`src/rtl/inspecao_qualidade_fila.sv`:
```
// rtl/inspecao_qualidade_fila.sv - bottle inspection queue with operator/timeout decision and counters
module inspecao_qualidade_fila #(
    parameter int FILA_PROF = 4,
    parameter int ID_W      = 4,
    parameter int CONT_W    = 8,
    parameter int TIMEOUT   = 100
) (
    input  logic                           CLOCK,
    input  logic                           RESET_N,
    input  logic                           GARRAFA_VEDADA,
    input  logic [ID_W-1:0]                GARRAFA_ID,
    input  logic                           PULSO_APROVADA,
    input  logic                           PULSO_REPROVADA,
    input  logic                           LIMPA_CONTADORES,
    output logic                           LACRE,
    output logic                           DESCARTE,
    output logic                           DESCARTE_TIMEOUT,
    output logic [ID_W-1:0]                ID_SAIDA,
    output logic                           EM_INSPECAO,
    output logic [$clog2(FILA_PROF+1)-1:0] FILA_NIVEL,
    output logic                           FILA_CHEIA,
    output logic                           ERRO_OVERFLOW,
    output logic [CONT_W-1:0]              CONT_APROVADAS,
    output logic [CONT_W-1:0]              CONT_REPROVADAS
);

    localparam int PTR_W = $clog2(FILA_PROF);
    localparam int NIV_W = $clog2(FILA_PROF+1);
    localparam int TMR_W = $clog2(TIMEOUT);

    typedef enum logic {
        OCIOSO,
        INSPECIONANDO
    } estado_t;

    estado_t               r_estado;
    logic [TMR_W-1:0]      r_timer;
    logic [ID_W-1:0]       r_mem [FILA_PROF];
    logic [PTR_W-1:0]      r_wr_ptr;
    logic [PTR_W-1:0]      r_rd_ptr;
    logic [NIV_W-1:0]      r_nivel;
    logic                  r_cheia;
    logic                  r_overflow;
    logic                  r_lacre;
    logic                  r_descarte;
    logic                  r_descarte_tmo;
    logic [ID_W-1:0]       r_id_saida;
    logic                  r_em_inspecao;
    logic [CONT_W-1:0]     r_cont_apr;
    logic [CONT_W-1:0]     r_cont_rep;

    logic                  w_inspecionando;
    logic                  w_aprova;
    logic                  w_reprova;
    logic                  w_timeout;
    logic                  w_pop;
    logic                  w_cheio;
    logic                  w_push;
    logic                  w_drop;
    logic [NIV_W-1:0]      w_nivel_prox;

    assign w_inspecionando = (r_estado == INSPECIONANDO);
    // Conflicting pulses (both high) count as no decision at all.
    assign w_aprova  = w_inspecionando &&  PULSO_APROVADA && !PULSO_REPROVADA;
    assign w_reprova = w_inspecionando && !PULSO_APROVADA &&  PULSO_REPROVADA;
    // A valid operator decision on the last cycle beats the timeout.
    assign w_timeout = w_inspecionando && (r_timer == TMR_W'(TIMEOUT-1)) && !w_aprova && !w_reprova;
    assign w_pop     = w_aprova || w_reprova || w_timeout;
    assign w_cheio   = (r_nivel == NIV_W'(FILA_PROF));
    // A full queue still accepts a bottle when the head leaves in the same cycle.
    assign w_push    = GARRAFA_VEDADA && (!w_cheio || w_pop);
    assign w_drop    = GARRAFA_VEDADA && w_cheio && !w_pop;

    // Next queue level from the push/pop pair.
    always_comb begin
        w_nivel_prox = r_nivel;
        case ({w_push, w_pop})
            2'b10:   w_nivel_prox = r_nivel + NIV_W'(1);
            2'b01:   w_nivel_prox = r_nivel - NIV_W'(1);
            default: w_nivel_prox = r_nivel;
        endcase
    end

    // Queue storage; contents are don't-care until written, so no reset.
    always_ff @(posedge CLOCK) begin
        if (w_push) begin
            r_mem[r_wr_ptr] <= GARRAFA_ID;
        end
    end

    // Pointers, level, full flag and sticky overflow.
    always_ff @(posedge CLOCK or negedge RESET_N) begin
        if (!RESET_N) begin
            r_wr_ptr   <= '0;
            r_rd_ptr   <= '0;
            r_nivel    <= '0;
            r_cheia    <= 1'b0;
            r_overflow <= 1'b0;
        end else begin
            if (w_push) begin
                r_wr_ptr <= r_wr_ptr + PTR_W'(1);
            end
            if (w_pop) begin
                r_rd_ptr <= r_rd_ptr + PTR_W'(1);
            end
            r_nivel <= w_nivel_prox;
            r_cheia <= (w_nivel_prox == NIV_W'(FILA_PROF));
            if (w_drop) begin
                r_overflow <= 1'b1;
            end
        end
    end

    // Inspection FSM with timer and registered decision outputs.
    always_ff @(posedge CLOCK or negedge RESET_N) begin
        if (!RESET_N) begin
            r_estado       <= OCIOSO;
            r_timer        <= '0;
            r_lacre        <= 1'b0;
            r_descarte     <= 1'b0;
            r_descarte_tmo <= 1'b0;
            r_id_saida     <= '0;
            r_em_inspecao  <= 1'b0;
        end else begin
            r_lacre        <= 1'b0;
            r_descarte     <= 1'b0;
            r_descarte_tmo <= 1'b0;
            case (r_estado)
                OCIOSO: begin
                    if (r_nivel != '0) begin
                        r_estado      <= INSPECIONANDO;
                        r_timer       <= '0;
                        r_em_inspecao <= 1'b1;
                    end
                end
                INSPECIONANDO: begin
                    if (w_pop) begin
                        r_lacre        <= w_aprova;
                        r_descarte     <= w_reprova || w_timeout;
                        r_descarte_tmo <= w_timeout;
                        r_id_saida     <= r_mem[r_rd_ptr];
                        r_estado       <= OCIOSO;
                        r_em_inspecao  <= 1'b0;
                    end else begin
                        r_timer <= r_timer + TMR_W'(1);
                    end
                end
                default: begin
                    r_estado      <= OCIOSO;
                    r_em_inspecao <= 1'b0;
                end
            endcase
        end
    end

    // Saturating statistics counters; clear wins over a same-cycle increment.
    always_ff @(posedge CLOCK or negedge RESET_N) begin
        if (!RESET_N) begin
            r_cont_apr <= '0;
            r_cont_rep <= '0;
        end else if (LIMPA_CONTADORES) begin
            r_cont_apr <= '0;
            r_cont_rep <= '0;
        end else begin
            if (w_aprova && (r_cont_apr != {CONT_W{1'b1}})) begin
                r_cont_apr <= r_cont_apr + CONT_W'(1);
            end
            if ((w_reprova || w_timeout) && (r_cont_rep != {CONT_W{1'b1}})) begin
                r_cont_rep <= r_cont_rep + CONT_W'(1);
            end
        end
    end

    assign LACRE            = r_lacre;
    assign DESCARTE         = r_descarte;
    assign DESCARTE_TIMEOUT = r_descarte_tmo;
    assign ID_SAIDA         = r_id_saida;
    assign EM_INSPECAO      = r_em_inspecao;
    assign FILA_NIVEL       = r_nivel;
    assign FILA_CHEIA       = r_cheia;
    assign ERRO_OVERFLOW    = r_overflow;
    assign CONT_APROVADAS   = r_cont_apr;
    assign CONT_REPROVADAS  = r_cont_rep;

endmodule

```
`config.mk`:
```
export PLATFORM = sky130hd
export DESIGN_NAME = inspecao_qualidade_fila
export DESIGN_NICKNAME = d
export VERILOG_FILES = /design/src/rtl/inspecao_qualidade_fila.sv
export SDC_FILE = /design/constraint.sdc
export NUM_CORES = 1
export LEC_CHECK = 0
export BUFFER_PORTS_ARGS = -buffer_cell sky130_fd_sc_hd__buf_2
export CAP_MARGIN = 20
export CORE_MARGIN = 3
export CORE_UTILIZATION = 50
export CTS_CLUSTER_SIZE = 24
export DETAILED_ROUTE_END_ITERATION = 10
export PLACE_DENSITY = 0.71
export SETUP_SLACK_MARGIN = 0.1
export SYNTH_ARGS = -nofsm -noshare
export SYNTH_HDL_FRONTEND = slang
export SYNTH_SLANG_ARGS = --single-unit
```
`constraint.sdc`:
```
create_clock -name CLOCK -period 5.5 [get_ports CLOCK]
set_clock_uncertainty 0.15 [all_clocks]
set_input_delay 0.275 -clock CLOCK [delete_from_list [all_inputs] [get_ports CLOCK]]
set_output_delay 0.275 -clock CLOCK [all_outputs]
set_load 0.02 [all_outputs]
```
==> metrics, run 1 <==
largest family of logic cells by synthesized area simple AND/OR/NAND/NOR gates; via count 1828; power density over the cells 450 nW/um^2; worst min-delay path startpoint GARRAFA_ID[2]; DIE WIDTH 79.8 microns; CTS tree yes; Worst IR Drop VDD 0.313 mV; status complete, no violations; Synth Cell Area 2730 sq um; io pins 39; Synth Area in XOR/XNOR 0.0386; Area growth, synth to finish 18.5%; Final setup viols 0; Clock H-tree levels 3; Avg Cell Area, Syn 12.4 sq um; ANT cells 0; Design Area, Final 3230 sq um; Tcrit/Tclk final 0.541; Async S/R FF share, synth 0.719; worst skew pair latency 0.33 ns; die area 6370 sq um; CP endpoint kind flop; Final Hold Fails 0; first-pass GRT wire length 8390 microns; most common flop cell mapped by yosys dfrtp_1; clk buf depth 2; Yosys cell types 53; area share of fa/ha/maj cells after synthesis 0.0441; clock sink count 57; hold crit path type input pin to flop; Compound-Gate Fraction of Synth Area 0.0813; CP Cell Sequence ha_1 -> and4bb_1 -> a22oi_4 -> a31oi_4 -> inv_1 -> ha_1 -> inv_1 -> fa_1 -> xor2_1 -> nor2_1 -> xor2_1 -> nor3b_1; Layout Cells excl Fill 340; fin. max-slew vios 0; largest net degree at the start of global routing 42; row cnt 26; Placed Area 2970 sq um; Leak 0.00148 uW; vias in the first global route 1853; Overall Global Routing Usage 0.169; Setup CP Type flop to flop; fin util 0.620; height of the chip 79.8 microns; Cells after Synth 219; Critical Path Start Type flop; Worst R2R Start r_timer[0]; crit path from r_timer[0]; FF+latch count, synth 57; vias per inst 5.38; Reg clk slew, reported paths 0.07 ns; CORE AREA 5200 sq um; Starting Density 0.524; share of cells above drive strength 1 0.267; DR iter-0 viols 75; First-pass DRT Iterations 4; Synth Warn # 0; post-synthesis sequential area ratio 0.553; cell family with the largest share of critical-path delay adder cells; Worst-Margin Slew 0.892 ns; total CTS buffers 9; proportion of synthesized area in mux cells 0.0996; DRC 0; Min Clock Period, post-route 2.98 ns; CP max stage cell dfrtp_1; commonest non-fill, non-tap cell in the layout dfrtp_1; Required @ worst endpoint 5.59 ns; overall power 1450 uW; Post-Place Cells 320; hpwl dp 3260 microns; clk root buf clkbuf_8; most frequent cells in the layout dfrtp_1, buf_2, edfxtp_1, nor2_1, inv_1; drt total wl 4740 microns; Avg WL per Cell 13.9 microns; Buf+Inv Stages, Crit Path 2; Worst EP arrival 3.06 ns; simple-gate share of the synthesized area 0.151; remaining global-route overflow 0; # fillers 425; initial antenna violation count 0; syn_nets 238; I/O Buffers 38; Crit Path Max Fanout 9; nets 284; Slew Limit Headroom 0.405; EDFF count, synth 16; post-route ant nets 0; setup repair after global routing missed its margin no; Max-Cap Viols 0; delay of the slowest critical-path stage 0.39 ns; Final GP Congestion 0.765; setup_tns 0 ns; max frequency 336 MHz
==> final cells by class <==
type	count	area, sq um	share of cell area
flip-flops and latches	57	1510	0.467
multi-input cells	141	1130	0.350
repair buffers	42	230	0.0713
clock buffers	10	128	0.0395
clock inverters	6	92.6	0.0287
well taps	70	87.6	0.0271
inverters	14	55.1	0.0171
==> per-stage QoR <==
stage               hold slack, ns  setup WS [ns]
CTS                        0.00865           2.48
detailed placement           0.309           2.48
global placement             0.305           2.59
finish                      0.0315           2.52
global route                0.0187           2.32
floorplan                   -0.171           2.76
==> metal layers <==
metal  up-vias  wire [microns]  part of all wire  global-route usage
met5         -               0                 0                   0
met4         0              93             0.020              0.0878
met3         9             235             0.050              0.0384
met2        47            2150              0.45               0.266
met1       885            2260              0.48               0.216
li1        887               -                 -                   -
==> logic make-up after synthesis <==
family	after synthesis
DFF	57
AOI/OAI and AO/OA	28
muxes	21
xor gates and xnor gates	12
buffers and inverters	21
and+or+nand+nor	71
adders and majority gates	9
==> state kept, by name, summed over array words and instances (netlist names) <==
| signal | cells |
|---|---|
| FILA_NIVEL | 3 |
| LACRE | 1 |
| r_timer | 7 |
| r_rd_ptr | 2 |
| r_mem | 16 |
| CONT_REPROVADAS | 8 |
| ERRO_OVERFLOW | 1 |
| DESCARTE | 1 |
| DESCARTE_TIMEOUT | 1 |
| r_estado | 1 |
| r_wr_ptr | 2 |
| EM_INSPECAO | 1 |
| CONT_APROVADAS | 8 |
| FILA_CHEIA | 1 |
| ID_SAIDA | 4 |
==> where the power goes <==
part           internal (uW)  leakage [uW]  switching (uW)
sequential               533      0.000680            84.2
combinational            185      0.000692             221
clock                    257      0.000103             173
==> cells in the mapped netlist, types with 6 or more instances <==
master | n | area [sq um]
a21oi_1 | 8 | 40.0
dfrtp_1 | 41 | 1030
edfxtp_1 | 16 | 480
ha_1 | 8 | 100
inv_1 | 13 | 48.8
mux2_2 | 7 | 78.8
mux2i_1 | 8 | 80.1
nand2_1 | 11 | 41.3
nand3_1 | 9 | 45.0
nor2_1 | 15 | 56.3
xnor2_1 | 6 | 52.6
xor2_1 | 6 | 52.6
==> path summary, 6_finish.rpt <==
check / to / slack, ns / cells after the start
max reg2reg: FILA_CHEIA / 2.52 / 12
max: FILA_CHEIA / 2.52 / 12
min reg2reg: ERRO_OVERFLOW / 0.33 / 1
min in group asynchronous: CONT_REPROVADAS[7] / 0.45 / 2
max in group asynchronous: r_timer[0] / 4.17 / 2
min: r_mem[2][2] / 0.03 / 1
==> timing repair <==
| action | CTS | global route |
|---|---|---|
| endpoints found under the hold margin | 51 | 0 |
| resized for setup | 0 | 0 |
| setup buffers | 0 | 0 |
| hold buffers | 4 | 0 |
Note: power is estimated with default switching activity, not from simulation.
==> run 2: changes to the inputs <==
Settings changed: ABC_AREA set to 1, PLACE_DENSITY 0.71 to 0.74.
Clock period 5.5 ns to 2.41 ns, I/O delays scaled along.
==> run 2 against run 1 <==
Compared with the run above: first-iteration DRC count grew 87%; synthesized area rose by 4.6%; wire length up 32%; synthesized cell count increased by 48%; via count up 33%; critical path depth rose by 2; utilization is 6.0 points higher; non-clock buffer count rose by 26; sequential power grew 130%; cell count grew 40%; die area grew 4.2%; critical endpoint unchanged; largest cell class unchanged; largest power group unchanged.
==> metrics, run 2 <==
status complete, no violations; Worst IR Drop VDD 0.749 mV; hold crit path type input pin to asynchronous set/reset pin; I/O Buffers 38; Worst-Margin Slew 0.692 ns; fin util 0.680; Final GP Congestion 0.841; Slew Limit Headroom 0.535; Tcrit/Tclk final 0.995; Post-Place Worst Slack -0.0508 ns; post-route ant nets 0; FF+latch area 1510 sq um; synth cell count leaders nand2_1, inv_1, dfrtp_1; Yosys cell types 29; height of the chip 81.5 microns; max frequency 417 MHz; Worst Reg-to-Reg Cells 14; via count 2425; fin. max-slew vios 0; share of cells above drive strength 1 0.242; Critical Path Start Type flop; max FFs per register 16; ANT cells 0; clock sink count 57; nets 419; io pins 39; power density over the cells 976 nW/um^2; syn_nets 344; hpwl dp 4200 microns; DIE WIDTH 81.5 microns; commonest non-fill, non-tap cell in the layout nand2_1; CP endpoint kind flop; first-pass GRT wire length 10700 microns; Min Clock Period, post-route 2.40 ns; Final WS setup 0.0114 ns; DRC 0; Crit Path Max Fanout 3; multi-input combinational cell area 1170 sq um; total CTS buffers 9; Post-Place Cells 436; Avg Cell Area, Syn 8.77 sq um; FF+latch count, synth 57; drt total wl 6250 microns; post-synthesis sequential area ratio 0.529; largest cells by area after synthesis dfrtp_1, edfxtp_1, nand2_1, inv_1, nand3_1; DR iter-0 viols 140; Required @ worst endpoint 2.51 ns; EDFF count, synth 16; Clock H-tree levels 3; Avg WL per Cell 13.2 microns; row cnt 26; Leak 0.00191 uW; initial antenna violation count 0; Setup CP Type flop to flop; First-pass DRT Iterations 4; Final setup viols 0; Synth top area share 0.360; Synth area leader dfrtp_1; Synth Cell Area 2850 sq um; largest net degree at the start of global routing 25; setup repair after global routing missed its margin yes; Async S/R FF share, synth 0.719; most common flop cell mapped by yosys dfrtp_1; worst skew pair latency 0.33 ns; setup_tns 0 ns; Worst EP arrival 2.50 ns; Overall Global Routing Usage 0.213; clk root buf clkbuf_8; vias in the first global route 2340; Cells after Synth 325; Design Area, Final 3610 sq um; most frequent cells in the layout nand2_1, inv_1, dfrtp_1, buf_2, nand3_1; Final Hold Fails 0; clk buf depth 2; remaining global-route overflow 0; Starting Density 0.538; Reg clk slew, reported paths 0.06 ns; Layout Cells excl Fill 475; most common cell in the synthesized netlist nand2_1; CTS tree yes; # fillers 407; die area 6640 sq um; Placed Area 3180 sq um; Synth Warn # 0; CORE AREA 5300 sq um; Largest Register r_mem; Max-Cap Viols 0; vias per inst 5.11; Area growth, synth to finish 26.6%
[run 2: logic make-up (layout without fill, tap and decap cells)]
group | count (synthesis) | in the layout | share of synthesized area
buffers and inverters | 57 | 137 | 0.0777
AOI/OAI and AO/OA | 26 | 26 | 0.0496
DFF | 57 | 57 | 0.529
and+or+nand+nor | 164 | 164 | 0.265
adders and majority gates | 9 | 9 | 0.0421
xor gates and xnor gates | 12 | 12 | 0.0369
[run 2: final timing paths]
kind / start / to / slack, ns
setup reg to reg: r_timer[0] / FILA_CHEIA / 0.01
hold / removal: RESET_N / ID_SAIDA[1] / 0.11
max in group asynchronous: RESET_N / CONT_APROVADAS[7] / 1.44
setup / recovery: r_timer[0] / FILA_CHEIA / 0.01
min in group CLOCK: ERRO_OVERFLOW / ERRO_OVERFLOW / 0.32
hold reg to reg: ERRO_OVERFLOW / ERRO_OVERFLOW / 0.32
[run 2: report_power, final]
part / internal, uW / leakage (uW) / total (uW) / switching (uW)
logic: 487 / 0.00113 / 1230 / 745
registers: 1220 / 0.000681 / 1390 / 165
clock network: 531 / 0.000103 / 899 / 368
total: 2240 / 0.00191 / 3520 / 1280
[run 2: cell type report]
class | count | area share
clock buffers | 13 | 0.0441
clock inverters | 3 | 0.0111
inverters | 53 | 0.0558
multi-input cells | 211 | 0.324
flip-flops and latches | 57 | 0.418
well taps | 70 | 0.0243
repair buffers | 68 | 0.122
[run 2: timing repair]
action / in CTS / in global routing
pin swaps: 9 / 7
setup buffers: 12 / 2
hold endpoints to repair: 63 / 0
resized for setup: 7 / 6
hold buffers: 10 / 0
cloned: 0 / 0
setup endpoints to repair: 1 / 5
[run 2: metrics by stage]
stage          hold WS, ns  total power (uW)
2_1_floorplan       -0.325              2130
3_3_place_gp       -0.0672              2420
3_5_place_dp       -0.0471              2460
4_1_cts              0.120              3480
5_1_grt              0.141              3760
6_report             0.113              3520
[run 2: worst max-delay path, stage by stage, from the launching register on]
cell and delay [ns]:
dfrtp_1 0.39, ha_2 0.20, inv_2 0.05, nor2_2 0.04, nand2_2 0.09, nand4_1 0.16
nand2_2 0.14, ha_4 0.16, inv_4 0.04, fa_2 0.36, inv_2 0.06, nand2_2 0.05
nand3_2 0.08, xor2_1 0.17, nor3b_2 0.19
[run 2: metal layers]
layer  track usage  part of all wire  vias up
met5             0                 0        -
met4        0.0895             0.017        0
met3        0.0537             0.055       16
met2         0.340              0.48       69
met1         0.276              0.45     1135
li1              -                 -     1205
==> run 3: changes to the inputs <==
Settings changed: CTS_BUF_LIST set to sky130_fd_sc_hd__clkbuf_2 sky130_fd_sc_hd__clkbuf_4 sky130_fd_sc_hd__clkbuf_8.
==> run 3 against run 2 <==
Compared with the run above: first-iteration DRC count shrank 12%; flip-flop and latch count is the same; hold slack got worse by 0.00071 ns; count of clock-buffer cells in the layout stayed put; clock power up 2.6%; sequential power barely moved; cell count unchanged; sequential share of layout area fell by 0.087 points; register-to-register slack barely moved; critical path depth unchanged; die area did not move; via count is 0.21% lower.
==> metrics, run 3 (synthesized netlist as in run 2, its figures left out) <==
status complete, no violations; Worst-Margin Slew 0.687 ns; RR Endpoint FILA_CHEIA; Worst EP arrival 2.50 ns; Slew Limit Headroom 0.539; die area 6640 sq um; Area growth, synth to finish 26.8%; Final Hold Fails 0; largest net degree at the start of global routing 25; Worst R2R Start r_timer[0]; FF+latch area 1510 sq um; remaining global-route overflow 0; Crit Path Max Fanout 3; Setup CP Type flop to flop; fin. max-slew vios 0; Max-Cap Viols 0; most frequent cells in the layout nand2_1, inv_1, dfrtp_1, buf_2, nand3_1; clk root buf clkbuf_8; Critical Path Start Type flop; I/O Buffers 38; DR iter-0 viols 123; commonest non-fill, non-tap cell in the layout nand2_1; clock sink count 57; Worst IR Drop VDD 0.750 mV; worst setup path end FILA_CHEIA; max FFs per register 16; Tcrit/Tclk final 0.995; Placed Area 3180 sq um; share of cells above drive strength 1 0.247; DIE WIDTH 81.5 microns; Final setup viols 0; crit path from r_timer[0]; Final WS setup 0.0123 ns; Reg clk slew, reported paths 0.07 ns; Post-Place Worst Slack -0.0508 ns; CTS tree yes; vias in the first global route 2344; Design Area, Final 3610 sq um; CORE AREA 5300 sq um; hold slack final 0.112 ns; Required @ worst endpoint 2.51 ns; power density over the cells 980 nW/um^2; max frequency 417 MHz; hold crit path type input pin to asynchronous set/reset pin; ANT cells 0; hpwl dp 4200 microns; Largest Register r_mem; CP endpoint kind flop; DRC 0; Leak 0.00192 uW; initial antenna violation count 0; Clock H-tree levels 3; via count 2420; first-pass GRT wire length 10800 microns; Worst Reg-to-Reg Cells 14; worst skew pair latency 0.33 ns; fin util 0.682; clk buf depth 2; nets 419; post-route ant nets 0; multi-input combinational cell area 1170 sq um; Final GP Congestion 0.841; First-pass DRT Iterations 4; overall power 3540 uW; Avg WL per Cell 13.2 microns; Overall Global Routing Usage 0.213; reg2reg setup slack 0.01 ns; # fillers 405; row cnt 26; drt total wl 6260 microns; total CTS buffers 9; setup repair after global routing missed its margin yes; height of the chip 81.5 microns; Min Clock Period, post-route 2.40 ns; Starting Density 0.538; vias per inst 5.09; io pins 39
[run 3: changes by cell type in the layout (fill, tap and decap cells not counted)]
cell,change
clkbuf_1,-2
clkbuf_4,+2
[run 3: how the worst min path moves through the flow]
stage,from,to,slack (ns),cells after the start
4_1_cts,RESET_N,FILA_NIVEL[1],0.12,2
5_1_grt,RESET_N,r_wr_ptr[1],0.14,2
3_3_place_gp,RESET_N,ID_SAIDA[1],-0.07,1
6_report,RESET_N,FILA_NIVEL[1],0.11,2
3_5_place_dp,RESET_N,ID_SAIDA[1],-0.05,1
2_1_floorplan,RESET_N,CONT_APROVADAS[0],-0.33,0
[run 3: metrics by stage]
stage	instances	TNS [ns]
3_3_place_gp	436	0
2_1_floorplan	325	0
6_report	475	0
4_1_cts	474	0
5_1_grt	475	-0.122
3_5_place_dp	436	-0.0508
[run 3: where the power goes]
group	switching [uW]	internal (uW)	leakage [uW]
combinational	745	487	0.00113
sequential	164	1220	0.000681
clock	368	554	0.000110
total	1280	2260	0.00192
[run 3: area by class of cell]
| type | instances | area share |
|---|---|---|
| Clock buffer | 13 | 0.0460 |
| Clock inverter | 3 | 0.0111 |
| Inverter | 53 | 0.0557 |
| Multi-Input combinational cell | 211 | 0.324 |
| Sequential cell | 57 | 0.417 |
| Tap cell | 70 | 0.0242 |
| Timing Repair Buffer | 68 | 0.122 |
[run 3: timing repair]
| action | CTS | global route |
|---|---|---|
| endpoints found under the hold margin | 63 | 0 |
| setup buffers | 12 | 2 |
| hold buffers | 10 | 0 |
| gates resized for setup | 7 | 6 |
| setup endpoints to repair | 1 | 5 |
| pin swaps | 9 | 7 |
[run 3: worst max-delay path, cell delays in order (launching register included)]
cell	delay, ns
dfrtp_1	0.39
ha_2	0.20
inv_2	0.05
nor2_2	0.04
nand2_2	0.09
nand4_1	0.16
nand2_2	0.14
ha_4	0.16
inv_4	0.04
fa_2	0.36
inv_2	0.06
nand2_2	0.05
nand3_2	0.08
xor2_1	0.17
nor3b_2	0.19
[run 3: routing by layer]
layer  vias up  GRT usage  wire length (microns)
li1       1205          -                      -
met1      1137      0.276                   2820
met2        62      0.340                   3000
met3        16     0.0537                    340
met4         0     0.0895                    105
met5         -          0                      0
